### src/rtl/writeback_controller_if.sv
// Handshake and register-file write bundle for writeback_controller.
// The bypass signals exist only when WB_BYPASS_EN is defined.
interface writeback_controller_if #(
  parameter int XLEN       = 32,
  parameter int REG_ADDR_W = 5
);
  logic                  start;
  logic [6:0]            opcode;
  logic [2:0]            funct3;
  logic [REG_ADDR_W-1:0] rd;
  logic [XLEN-1:0]       alu_result;
  logic [XLEN-1:0]       immediate;
  logic [XLEN-1:0]       pc;
  logic [1:0]            mem_addr_lo;
  logic [XLEN-1:0]       mem_data;
  logic                  mem_valid;
  logic                  busy;
  logic                  rf_we;
  logic [REG_ADDR_W-1:0] rf_waddr;
  logic [XLEN-1:0]       rf_wdata;
  logic                  done;
  logic                  err;
`ifdef WB_BYPASS_EN
  logic                  byp_valid;
  logic [REG_ADDR_W-1:0] byp_addr;
  logic [XLEN-1:0]       byp_data;
`endif

  modport master (
    output start, opcode, funct3, rd, alu_result, immediate, pc,
           mem_addr_lo, mem_data, mem_valid,
`ifdef WB_BYPASS_EN
    input  byp_valid, byp_addr, byp_data,
`endif
    input  busy, rf_we, rf_waddr, rf_wdata, done, err
  );

  modport slave (
    input  start, opcode, funct3, rd, alu_result, immediate, pc,
           mem_addr_lo, mem_data, mem_valid,
`ifdef WB_BYPASS_EN
    output byp_valid, byp_addr, byp_data,
`endif
    output busy, rf_we, rf_waddr, rf_wdata, done, err
  );
endinterface

### src/rtl/writeback_controller.sv
// Register-update stage writeback FSM: selects the source per opcode and drives one
// registered register-file write port. Optional WB_BYPASS_EN adds a same-cycle forward port.
module writeback_controller #(
  parameter int XLEN        = 32,
  parameter int REG_ADDR_W  = 5,
  parameter int MEM_TIMEOUT = 15
) (
  input logic                   clk,
  input logic                   reset,
  writeback_controller_if.slave bus
);
  typedef enum logic [1:0] {
    S_IDLE     = 2'd0,
    S_WAIT_MEM = 2'd1,
    S_WRITE    = 2'd2,
    S_FINISH   = 2'd3
  } state_t;

  localparam logic [6:0] OPC_LOAD   = 7'b0000011;
  localparam logic [6:0] OPC_OP_IMM = 7'b0010011;
  localparam logic [6:0] OPC_AUIPC  = 7'b0010111;
  localparam logic [6:0] OPC_OP     = 7'b0110011;
  localparam logic [6:0] OPC_LUI    = 7'b0110111;
  localparam logic [6:0] OPC_JALR   = 7'b1100111;
  localparam logic [6:0] OPC_JAL    = 7'b1101111;
  localparam logic [7:0] CNT_LAST   = 8'(MEM_TIMEOUT - 1);
  localparam logic [XLEN-1:0] LINK_INC = XLEN'(4);

  state_t                r_state;
  logic [7:0]            r_cnt;
  logic [6:0]            r_opcode;
  logic [2:0]            r_funct3;
  logic [REG_ADDR_W-1:0] r_rd;
  logic [1:0]            r_addr_lo;
  logic                  r_busy;
  logic                  r_rf_we;
  logic [REG_ADDR_W-1:0] r_rf_waddr;
  logic [XLEN-1:0]       r_rf_wdata;
  logic                  r_done;
  logic                  r_err;
  logic [XLEN-1:0]       w_load_data;

  function automatic logic [XLEN-1:0] f_extract(input logic [2:0]      f3,
                                                input logic [1:0]      off,
                                                input logic [XLEN-1:0] data);
    logic [7:0]  v_b;
    logic [15:0] v_h;
    logic [31:0] v_w;
    v_b = data[{off, 3'b000} +: 8];
    v_h = data[{off[1], 4'b0000} +: 16];
    v_w = data[31:0];
    case (f3)
      3'b000:  f_extract = XLEN'($signed(v_b));
      3'b100:  f_extract = XLEN'(v_b);
      3'b001:  f_extract = XLEN'($signed(v_h));
      3'b101:  f_extract = XLEN'(v_h);
      default: f_extract = XLEN'($signed(v_w));
    endcase
  endfunction

  // Load data is extracted from the live bus using the captured width and offset.
  always_comb begin
    w_load_data = f_extract(r_funct3, r_addr_lo, bus.mem_data);
  end

  // Single FSM; outputs are registered alongside the state they belong to.
  always_ff @(posedge clk or posedge reset) begin
    if (reset) begin
      r_state    <= S_IDLE;
      r_cnt      <= 8'd0;
      r_opcode   <= 7'd0;
      r_funct3   <= 3'd0;
      r_rd       <= '0;
      r_addr_lo  <= 2'd0;
      r_busy     <= 1'b0;
      r_rf_we    <= 1'b0;
      r_rf_waddr <= '0;
      r_rf_wdata <= '0;
      r_done     <= 1'b0;
      r_err      <= 1'b0;
    end else begin
      case (r_state)
        S_IDLE: begin
          r_cnt   <= 8'd0;
          r_rf_we <= 1'b0;
          r_done  <= 1'b0;
          r_err   <= 1'b0;
          if (bus.start) begin
            r_opcode  <= bus.opcode;
            r_funct3  <= bus.funct3;
            r_rd      <= bus.rd;
            r_addr_lo <= bus.mem_addr_lo;
            r_busy    <= 1'b1;
            case (bus.opcode)
              OPC_LOAD: begin
                r_state <= S_WAIT_MEM;
              end
              OPC_OP, OPC_OP_IMM, OPC_AUIPC: begin
                r_state    <= S_WRITE;
                r_rf_we    <= (bus.rd != {REG_ADDR_W{1'b0}});
                r_rf_waddr <= bus.rd;
                r_rf_wdata <= bus.alu_result;
                r_done     <= 1'b1;
              end
              OPC_LUI: begin
                r_state    <= S_WRITE;
                r_rf_we    <= (bus.rd != {REG_ADDR_W{1'b0}});
                r_rf_waddr <= bus.rd;
                r_rf_wdata <= bus.immediate;
                r_done     <= 1'b1;
              end
              OPC_JAL, OPC_JALR: begin
                r_state    <= S_WRITE;
                r_rf_we    <= (bus.rd != {REG_ADDR_W{1'b0}});
                r_rf_waddr <= bus.rd;
                r_rf_wdata <= bus.pc + LINK_INC;
                r_done     <= 1'b1;
              end
              default: begin
                r_state <= S_FINISH;
                r_done  <= 1'b1;
              end
            endcase
          end else begin
            r_busy <= 1'b0;
          end
        end
        S_WAIT_MEM: begin
          // mem_valid is tested first so it wins over a coincident timeout.
          if (bus.mem_valid) begin
            r_state    <= S_WRITE;
            r_cnt      <= 8'd0;
            r_rf_we    <= (r_rd != {REG_ADDR_W{1'b0}});
            r_rf_waddr <= r_rd;
            r_rf_wdata <= w_load_data;
            r_done     <= 1'b1;
          end else if (r_cnt == CNT_LAST) begin
            r_state <= S_FINISH;
            r_cnt   <= 8'd0;
            r_err   <= 1'b1;
          end else begin
            r_cnt <= r_cnt + 8'd1;
          end
        end
        S_WRITE: begin
          r_state <= S_IDLE;
          r_busy  <= 1'b0;
          r_rf_we <= 1'b0;
          r_done  <= 1'b0;
        end
        S_FINISH: begin
          // After a timeout, err takes one FINISH cycle and done the next.
          if (r_err) begin
            r_err  <= 1'b0;
            r_done <= 1'b1;
          end else begin
            r_state <= S_IDLE;
            r_busy  <= 1'b0;
            r_done  <= 1'b0;
          end
        end
        default: begin
          r_state <= S_IDLE;
          r_busy  <= 1'b0;
          r_rf_we <= 1'b0;
          r_done  <= 1'b0;
          r_err   <= 1'b0;
        end
      endcase
    end
  end

  assign bus.busy     = r_busy;
  assign bus.rf_we    = r_rf_we;
  assign bus.rf_waddr = r_rf_waddr;
  assign bus.rf_wdata = r_rf_wdata;
  assign bus.done     = r_done;
  assign bus.err      = r_err;
`ifdef WB_BYPASS_EN
  assign bus.byp_valid = r_rf_we;
  assign bus.byp_addr  = r_rf_waddr;
  assign bus.byp_data  = r_rf_wdata;
`endif
endmodule

### src/flat_wrapper.sv
// flat-port wrapper written by rule: the top's interface ports become plain ports
module writeback_controller_flat 
#(
  parameter int XLEN        = 32,
  parameter int REG_ADDR_W  = 5,
  parameter int MEM_TIMEOUT = 15
)
  (clk, reset, bus_start, bus_opcode, bus_funct3, bus_rd, bus_alu_result, bus_immediate, bus_pc, bus_mem_addr_lo, bus_mem_data, bus_mem_valid, bus_busy, bus_rf_we, bus_rf_waddr, bus_rf_wdata, bus_done, bus_err);
  writeback_controller_if #(.XLEN(XLEN), .REG_ADDR_W(REG_ADDR_W)) bus_i ();
  input logic clk;
  input logic reset;
  input wire logic [$bits(bus_i.start)-1:0] bus_start;
  input wire logic [$bits(bus_i.opcode)-1:0] bus_opcode;
  input wire logic [$bits(bus_i.funct3)-1:0] bus_funct3;
  input wire logic [$bits(bus_i.rd)-1:0] bus_rd;
  input wire logic [$bits(bus_i.alu_result)-1:0] bus_alu_result;
  input wire logic [$bits(bus_i.immediate)-1:0] bus_immediate;
  input wire logic [$bits(bus_i.pc)-1:0] bus_pc;
  input wire logic [$bits(bus_i.mem_addr_lo)-1:0] bus_mem_addr_lo;
  input wire logic [$bits(bus_i.mem_data)-1:0] bus_mem_data;
  input wire logic [$bits(bus_i.mem_valid)-1:0] bus_mem_valid;
  output wire logic [$bits(bus_i.busy)-1:0] bus_busy;
  output wire logic [$bits(bus_i.rf_we)-1:0] bus_rf_we;
  output wire logic [$bits(bus_i.rf_waddr)-1:0] bus_rf_waddr;
  output wire logic [$bits(bus_i.rf_wdata)-1:0] bus_rf_wdata;
  output wire logic [$bits(bus_i.done)-1:0] bus_done;
  output wire logic [$bits(bus_i.err)-1:0] bus_err;
  assign bus_i.start = bus_start;
  assign bus_i.opcode = bus_opcode;
  assign bus_i.funct3 = bus_funct3;
  assign bus_i.rd = bus_rd;
  assign bus_i.alu_result = bus_alu_result;
  assign bus_i.immediate = bus_immediate;
  assign bus_i.pc = bus_pc;
  assign bus_i.mem_addr_lo = bus_mem_addr_lo;
  assign bus_i.mem_data = bus_mem_data;
  assign bus_i.mem_valid = bus_mem_valid;
  assign bus_busy = bus_i.busy;
  assign bus_rf_we = bus_i.rf_we;
  assign bus_rf_waddr = bus_i.rf_waddr;
  assign bus_rf_wdata = bus_i.rf_wdata;
  assign bus_done = bus_i.done;
  assign bus_err = bus_i.err;
  writeback_controller #(.XLEN(XLEN), .REG_ADDR_W(REG_ADDR_W), .MEM_TIMEOUT(MEM_TIMEOUT)) u_core (.clk(clk), .reset(reset), .bus(bus_i));
endmodule
### config.mk
export PLATFORM = sky130hd
export DESIGN_NAME = writeback_controller_flat
export DESIGN_NICKNAME = d
export VERILOG_FILES = /design/src/rtl/writeback_controller_if.sv /design/src/rtl/writeback_controller.sv /design/src/flat_wrapper.sv
export SDC_FILE = /design/constraint.sdc
export NUM_CORES = 1
export LEC_CHECK = 0
export ABC_AREA = 1
export BUFFER_PORTS_ARGS = -buffer_cell sky130_fd_sc_hd__buf_2
export CAP_MARGIN = 20
export CORE_MARGIN = 5
export CORE_UTILIZATION = 55
export DETAILED_ROUTE_END_ITERATION = 7
export MAX_ROUTING_LAYER = met4
export PLACE_DENSITY = 0.87
export SYNTH_ARGS = -nofsm -noshare
export SYNTH_HDL_FRONTEND = slang
export SYNTH_SLANG_ARGS = --single-unit
### constraint.sdc
create_clock -name clk -period 3.55 [get_ports clk]
set_input_delay 0.5325 -clock clk [delete_from_list [all_inputs] [get_ports clk]]
set_output_delay 0.5325 -clock clk [all_outputs]
set_load 0.005 [all_outputs]
==> run summary, run 1 <==
• **via count of the first global-routing pass** 6084
• **portion of total power attributed to sequential cells** 26.8%
• **RSZ-0062 raised after global routing** no
• **clock latency at the later pin of the worst-skew pair** 0.36 ns
• **horizontal extent of the die** 109.0 um
• **normalized max-slew margin** 63.10%
• **count of hold buffers inserted by post-cts repair** 0
• **clock-pin transition on the worst setup and hold timing paths** 0.07 ns
• **power share of the clock group** 17.2%
• **critical path cell sequence** inv_1 -> ha_1 -> inv_2 -> nor2_2 -> nor2_2 -> nand3_4 -> buf_4 -> nor2_1 -> nand2_1 -> nand2_1
• **Initial DRC Count** 552
• **detailed placement HPWL** 14670 um
• **average cell area after synthesis** 5.889 um2
• **critical path's largest stage delay** 0.50 ns
• **layout net count** 1242
• **number of flops mapped to enable cells by yosys** 0
• **maximum number of pins on one net before global-route repair** 41
• **endpoint type of the worst setup path** flip-flop
• **H-tree depth** 3
• **Peak supply drop** 0.6435 mV
• **standby leakage power** 3.600 nW
• **setup total negative slack** 0 ns
• **count of cells resized by post-cts repair** 0
• **IO buf count** 189
• **Congestion Overflow GR** 0
• **Hold WS** 0.1944 ns
• **cell-internal power** 2.360 mW
• **relative area change from synthesis to final layout** 22.27%
• **all-layer global routing usage** 32.76%
• **initial core utilization** 55.70%
• **switching fraction of total power** 47.46%
• **fraction of registers with async set/reset** 100.0%
• **combinational power share** 56.0%
• **power density over the cells** 680.9 nW/um2
• **die outline height** 109.0 um
• **Synth Flop Type** dfrtp_1
• **layout cells sized above 1** 23.92%
• **post-DR vias/cell** 5.328
• **number of top-level design ports** 190
• **cells after synthesis** 916
• **unique cell type count in the Yosys netlist** 36
• **Post-CTS Setup Repair Bufs** 0
• **run status** complete, no violations
• **standard cell core area** 9684 um2
• **highest clock rate** 412.3 MHz
• **Synth Warn #** 0
• **sequential share of the synthesized area** 28.30%
• **overall via count from detail_route** 6532
• **HP Class** primary input to async pin
• **clock tree root buffer cell** clkbuf_8
• **Mapped Area** 5394 um2
• **GPL Wtd Cong** 1.016
• **critical path's slowest cell** ha_1
• **Remaining DRCs** 0
• **final number of max-transition violations** 0
• **detail-routed net length per standard cell** 15.27 um
• **number of max-cap violations** 0
• **Row Count** 36
• **worst slack, placed** 1.157 ns
• **switching power of the nets** 2.131 mW
• **first-pass GRT wire length** 29330 um
• **TritonCTS clock tree** built
• **largest fanout on the critical path** 33
• **setup violation total in the final timing report** 0
• **crit path time final** 2.425 ns
• **clock sink total** 61
• **setup slack after layout** 1.125 ns
• **Detail Route Antenna Nets** 0
• **DR pass1 iterations** 5
• **required time of the worst setup path** 3.79 ns
• **total of flip-flops plus latches after synthesis** 61
• **hold violation total from the final report** 0
• **final worst path period share** 68.32%
• **Crit path arrival time** 2.67 ns
• **Crit Path Category** flip-flop to flip-flop
• **Clock Skew** 0.009662 ns
• **worst slew pin tran** 0.5527 ns
• **antenna violations before repair** 2
• **deepest clock path buffer count** 2
• **area of the die** 11890 um2
• **Syn Nets** 1072
• **Total Routed Length** 18720 um
• **startpoint kind of the worst setup timing path** flip-flop
• **number of CTS-inserted buffers** 9
[path summary, 6_finish.rpt]
check                                       startpoint                       to  slack (ns)  cells after the start
worst max register to register       u_core.r_state[1]  u_core.bus.rf_wdata[25]        1.12                     10
min in group clk                         bus_funct3[2]       u_core.r_funct3[2]        0.38                      3
worst min-delay path                             reset           u_core.r_rd[3]        0.19                      2
max in group asynchronous                        reset  u_core.bus.rf_wdata[28]        2.67                      3
worst min register to register  u_core.bus.rf_wdata[6]   u_core.bus.rf_wdata[6]        0.48                      2
worst max-delay path                 u_core.r_state[1]  u_core.bus.rf_wdata[25]        1.12                     10
[final cells by class]
cell class	instances	area [um2]
tap	133	166.4
clock inverter	7	121.4
fill	891	3089
sequential	61	1526
antenna	2	5.005
multi-input combinational	719	3282
clock buffer	9	123.9
timing repair buffer	196	998.5
inverter	99	371.6
[critical path: cells and delay by family (launching register included)]
family	cells	cell delay, ns
adders and majority gates	1	0.50
buffers and inverters	3	0.58
DFF	1	0.41
and+or+nand+nor	6	0.80
[Yosys cell counts (all sizes together) (4+ instances only)]
| cell type | number | area, um2 |
|---|---|---|
| nand4 | 12 | 75.07 |
| nor3 | 7 | 45.04 |
| o21ai | 56 | 280.3 |
| xor2 | 4 | 35.03 |
| dfrtp | 61 | 1526 |
| nand3 | 81 | 427.9 |
| o211ai | 6 | 45.04 |
| ha | 7 | 87.58 |
| nand2 | 364 | 1381 |
| clkbuf | 9 | 33.78 |
| inv | 99 | 371.6 |
| o21bai | 7 | 52.55 |
| a21oi | 48 | 307.8 |
| nor2 | 113 | 446.7 |
| buf | 28 | 180.2 |
[power by group through the flow]
stage	registers (mW)	clock network [mW]	logic, mW
floorplan	1.19	0	1.76
global placement	1.20	0	2.42
detailed placement	1.20	0	2.48
CTS	1.20	0.783	2.50
global route	1.23	0.818	2.83
finish	1.20	0.772	2.52
[stage by stage]
stage	total power, mW	util [%]	cells	instance area, um2
2_1_floorplan	2.957	-	916	5394
3_3_place_gp	3.623	65.52	1208	6345
3_5_place_dp	3.677	65.52	1208	6345
4_1_cts	4.476	68.05	1224	6590
5_1_grt	4.880	68.10	1226	6595
6_report	4.491	68.10	1226	6595
[sequential cells by signal, indices dropped and copies added, names as in the netlist]
signal / flops
u_core.bus.done: 1
u_core.r_addr_lo: 2
u_core.r_funct3: 3
u_core.bus.err: 1
u_core.r_rd: 5
u_core.r_state: 2
u_core.bus.rf_we: 1
u_core.r_cnt: 8
u_core.bus.rf_waddr: 5
u_core.bus.rf_wdata: 32
u_core.bus.busy: 1
[layout by cell type, fill, tap and decap left out, types with 3 or more instances in the layout]
master / Yosys / final
nand3_1: 78 / 78
buf_4: 4 / 7
a21oi_2: 18 / 18
xor2_1: 4 / 4
ha_1: 7 / 7
o211ai_1: 6 / 6
inv_1: 87 / 86
bufinv_16: 0 / 3
nand2_1: 360 / 360
nand2_2: 3 / 3
o31ai_1: 3 / 3
clkbuf_8: 0 / 9
o21bai_1: 7 / 7
o21ai_0: 54 / 54
nor2_2: 9 / 9
buf_2: 18 / 189
dfrtp_1: 61 / 61
nor2_1: 104 / 104
a21oi_1: 30 / 30
inv_2: 12 / 13
nor3_1: 5 / 5
nand4_1: 12 / 12
[cells by family (layout without fill, tap and decap cells)]
kind of cell    count (synthesis)  count (layout)  share of synthesized area [%]
other cells                     0               2                              0
fa+ha+maj                       7               7                          1.624
compound gates                128             128                          14.15
buf+inv                       136             311                          10.86
xor+xnor                        4               4                         0.6494
simple gates                  580             580                          44.42
flops                          61              61                          28.30
[routing by layer]
metal	vias up	wire [um]	GRT usage [%]
met2	314	8564	52.15
met5	-	0	-
met1	2911	7322	37.99
met3	64	1777	7.460
met4	0	1057	18.85
li1	3243	-	-
Note: power is estimated with default switching activity, not from simulation.
==> run 2: changes to the inputs <==
Settings changed: CORE_UTILIZATION 55 to 46, PLACE_DENSITY 0.87 to 0.78.
Clock period 3.55 ns to 1.95 ns, I/O delays scaled along.
==> run summary, run 2 (synthesized netlist as in run 1, its figures left out) <==
• **crit path time final** 1.808 ns
• **layout net count** 1254
• **cell count after placement** 1230
• **Clock Skew** 0.006481 ns
• **post-layout util** 59.15%
• **setup violation total in the final timing report** 0
• **clock sink total** 61
• **standby leakage power** 3.685 nW
• **Met3 Routed Length** 1714 um
• **final worst path period share** 92.70%
• **highest clock rate** 553.2 MHz
• **worst slew pin tran** 0.4897 ns
• **normalized max-slew margin** 67.31%
• **Remaining DRCs** 0
• **Crit path arrival time** 2.03 ns
• **setup total negative slack** 0 ns
• **Total Routed Length** 19910 um
• **detail-routed net length per standard cell** 15.98 um
• **number of max-cap violations** 0
• **HP Class** primary input to async pin
• **detailed placement HPWL** 15990 um
• **final number of max-transition violations** 0
• **switching power of the nets** 4.041 mW
• **number of antenna diodes** 0
• **RSZ-0062 raised after global routing** no
• **relative area change from synthesis to final layout** 25.75%
• **IO buf count** 189
• **top library cells by usage in the layout, fill and taps aside** nand2_1 (360), buf_2 (189), nor2_1 (104), inv_1 (86), nand3_1 (78)
• **area of the die** 13990 um2
• **Crit Path Category** flip-flop to flip-flop
• **Peak supply drop** 0.9391 mV
• **critical path's slowest cell** dfrtp_1
• **first-pass GRT wire length** 31550 um
• **DR pass1 iterations** 5
• **Congestion Overflow GR** 0
• **largest fanout on the critical path** 39
• **standard cell core area** 11470 um2
• **antenna violations before repair** 0
• **layout cells sized above 1** 24.75%
• **Initial DRC Count** 541
• **startpoint kind of the worst setup timing path** flip-flop
• **wire length on met2** 9681 um
• **run status** complete, no violations
• **number of flip-flops in the largest register** 32
• **post-DR vias/cell** 5.278
• **initial core utilization** 47.04%
• **horizontal extent of the die** 118.3 um
• **cell type group with the largest total delay on the critical path** buffers and inverters
• **clock tree root buffer cell** clkbuf_16
• **deepest clock path buffer count** 2
• **Final Non-Filler Cells** 1246
• **overall via count from detail_route** 6576
• **number of top-level design ports** 190
• **TritonCTS clock tree** built
• **via count of the first global-routing pass** 6236
• **hold violation total from the final report** 0
• **clock latency at the later pin of the worst-skew pair** 0.33 ns
• **Row Count** 39
• **number of CTS-inserted buffers** 9
• **power share of the clock group** 16.8%
• **cell-internal power** 4.510 mW
• **critical path cell sequence** inv_1 -> ha_1 -> buf_4 -> o21ai_0 -> nor2_1 -> nor2_1 -> nand2_1 -> nand2_1
• **endpoint type of the worst setup path** flip-flop
• **GPL Wtd Cong** 0.9767
• **all-layer global routing usage** 28.61%
• **combinational power share** 57.0%
• **top routing layer in use** met4
• **clock-pin transition on the worst setup and hold timing paths** 0.06 ns
• **die outline height** 118.3 um
• **number of buffer and inverter instances along the worst setup path** 2
• **switching fraction of total power** 47.26%
• **required time of the worst setup path** 2.17 ns
• **Metal-1 WL** 7864 um
• **most frequent standard cell in the layout excluding fill and tap cells** nand2_1
• **H-tree depth** 3
• **critical path's largest stage delay** 0.41 ns
• **power density over the cells** 1261 nW/um2
• **portion of total power attributed to sequential cells** 26.2%
• **Detail Route Antenna Nets** 0
• **maximum number of pins on one net before global-route repair** 62
## run 2: changes by cell type in the layout (fill, tap and decap cells not counted), sizes merged
cell      change
clkinvlp      +3
clkinv        +1
diode         -2
bufinv        -3
inv           -1
buf          +12
## run 2: worst paths after layout
| kind | startpoint | endpoint | slack (ns) | cells past startpoint |
|---|---|---|---|---|
| worst max-delay path | u_core.r_state[1] | u_core.bus.rf_wdata[29] | 0.14 | 8 |
| worst min-delay path | reset | u_core.r_rd[3] | 0.02 | 3 |
| max in group asynchronous | reset | u_core.bus.rf_wdata[24] | 1.66 | 3 |
| worst max register to register | u_core.r_state[1] | u_core.bus.rf_wdata[29] | 0.14 | 8 |
| worst min register to register | u_core.bus.rf_waddr[2] | u_core.bus.rf_waddr[2] | 0.47 | 2 |
| min in group clk | bus_funct3[2] | u_core.r_funct3[2] | 0.17 | 3 |
## run 2: metal layers
layer	GRT usage, %	vias up
met4	10.68	0
met2	47.26	319
li1	-	3272
met3	5.444	44
met1	34.76	2941
met5	-	-
## run 2: area by class of cell
class	instances	area, um2
fillers	1168	4684
clock buffers	9	225.2
clock inverters	7	42.54
flip-flops and latches	61	1526
repair buffers	208	1151
well taps	143	178.9
multi-input cells	719	3287
inverters	99	371.6
## run 2: metrics by stage
stage | setup slack, ns | cell area [um2] | hold slack [ns] | power [mW]
detailed placement | 0.1096 | 6510 | 0.3858 | 7.057
finish | 0.1424 | 6783 | 0.01900 | 8.551
CTS | 0.1490 | 6778 | 0.03211 | 8.521
global placement | 0.1297 | 6510 | 0.3810 | 6.973
global route | 0.01863 | 6783 | 0.04446 | 9.259
floorplan | 0.1445 | 5394 | 0.4021 | 5.383
## run 2: repair_timing
action                                  CTS  global route
buffers inserted                          0             0
hold buffers                              0             0
resized for setup                         0             1
endpoints found under the setup margin    0             3
## run 2: worst min-delay path: stages
cell	delay, ns
buf_2	0.10
inv_2	0.06
buf_12	0.29
## run 2: power groups by stage
stage	Combinational, mW	Clock, mW	Sequential [mW]
5_1_grt	5.45	1.51	2.30
6_report	4.88	1.43	2.24
2_1_floorplan	3.21	0	2.17
4_1_cts	4.84	1.45	2.23
3_3_place_gp	4.73	0	2.25
3_5_place_dp	4.82	0	2.24
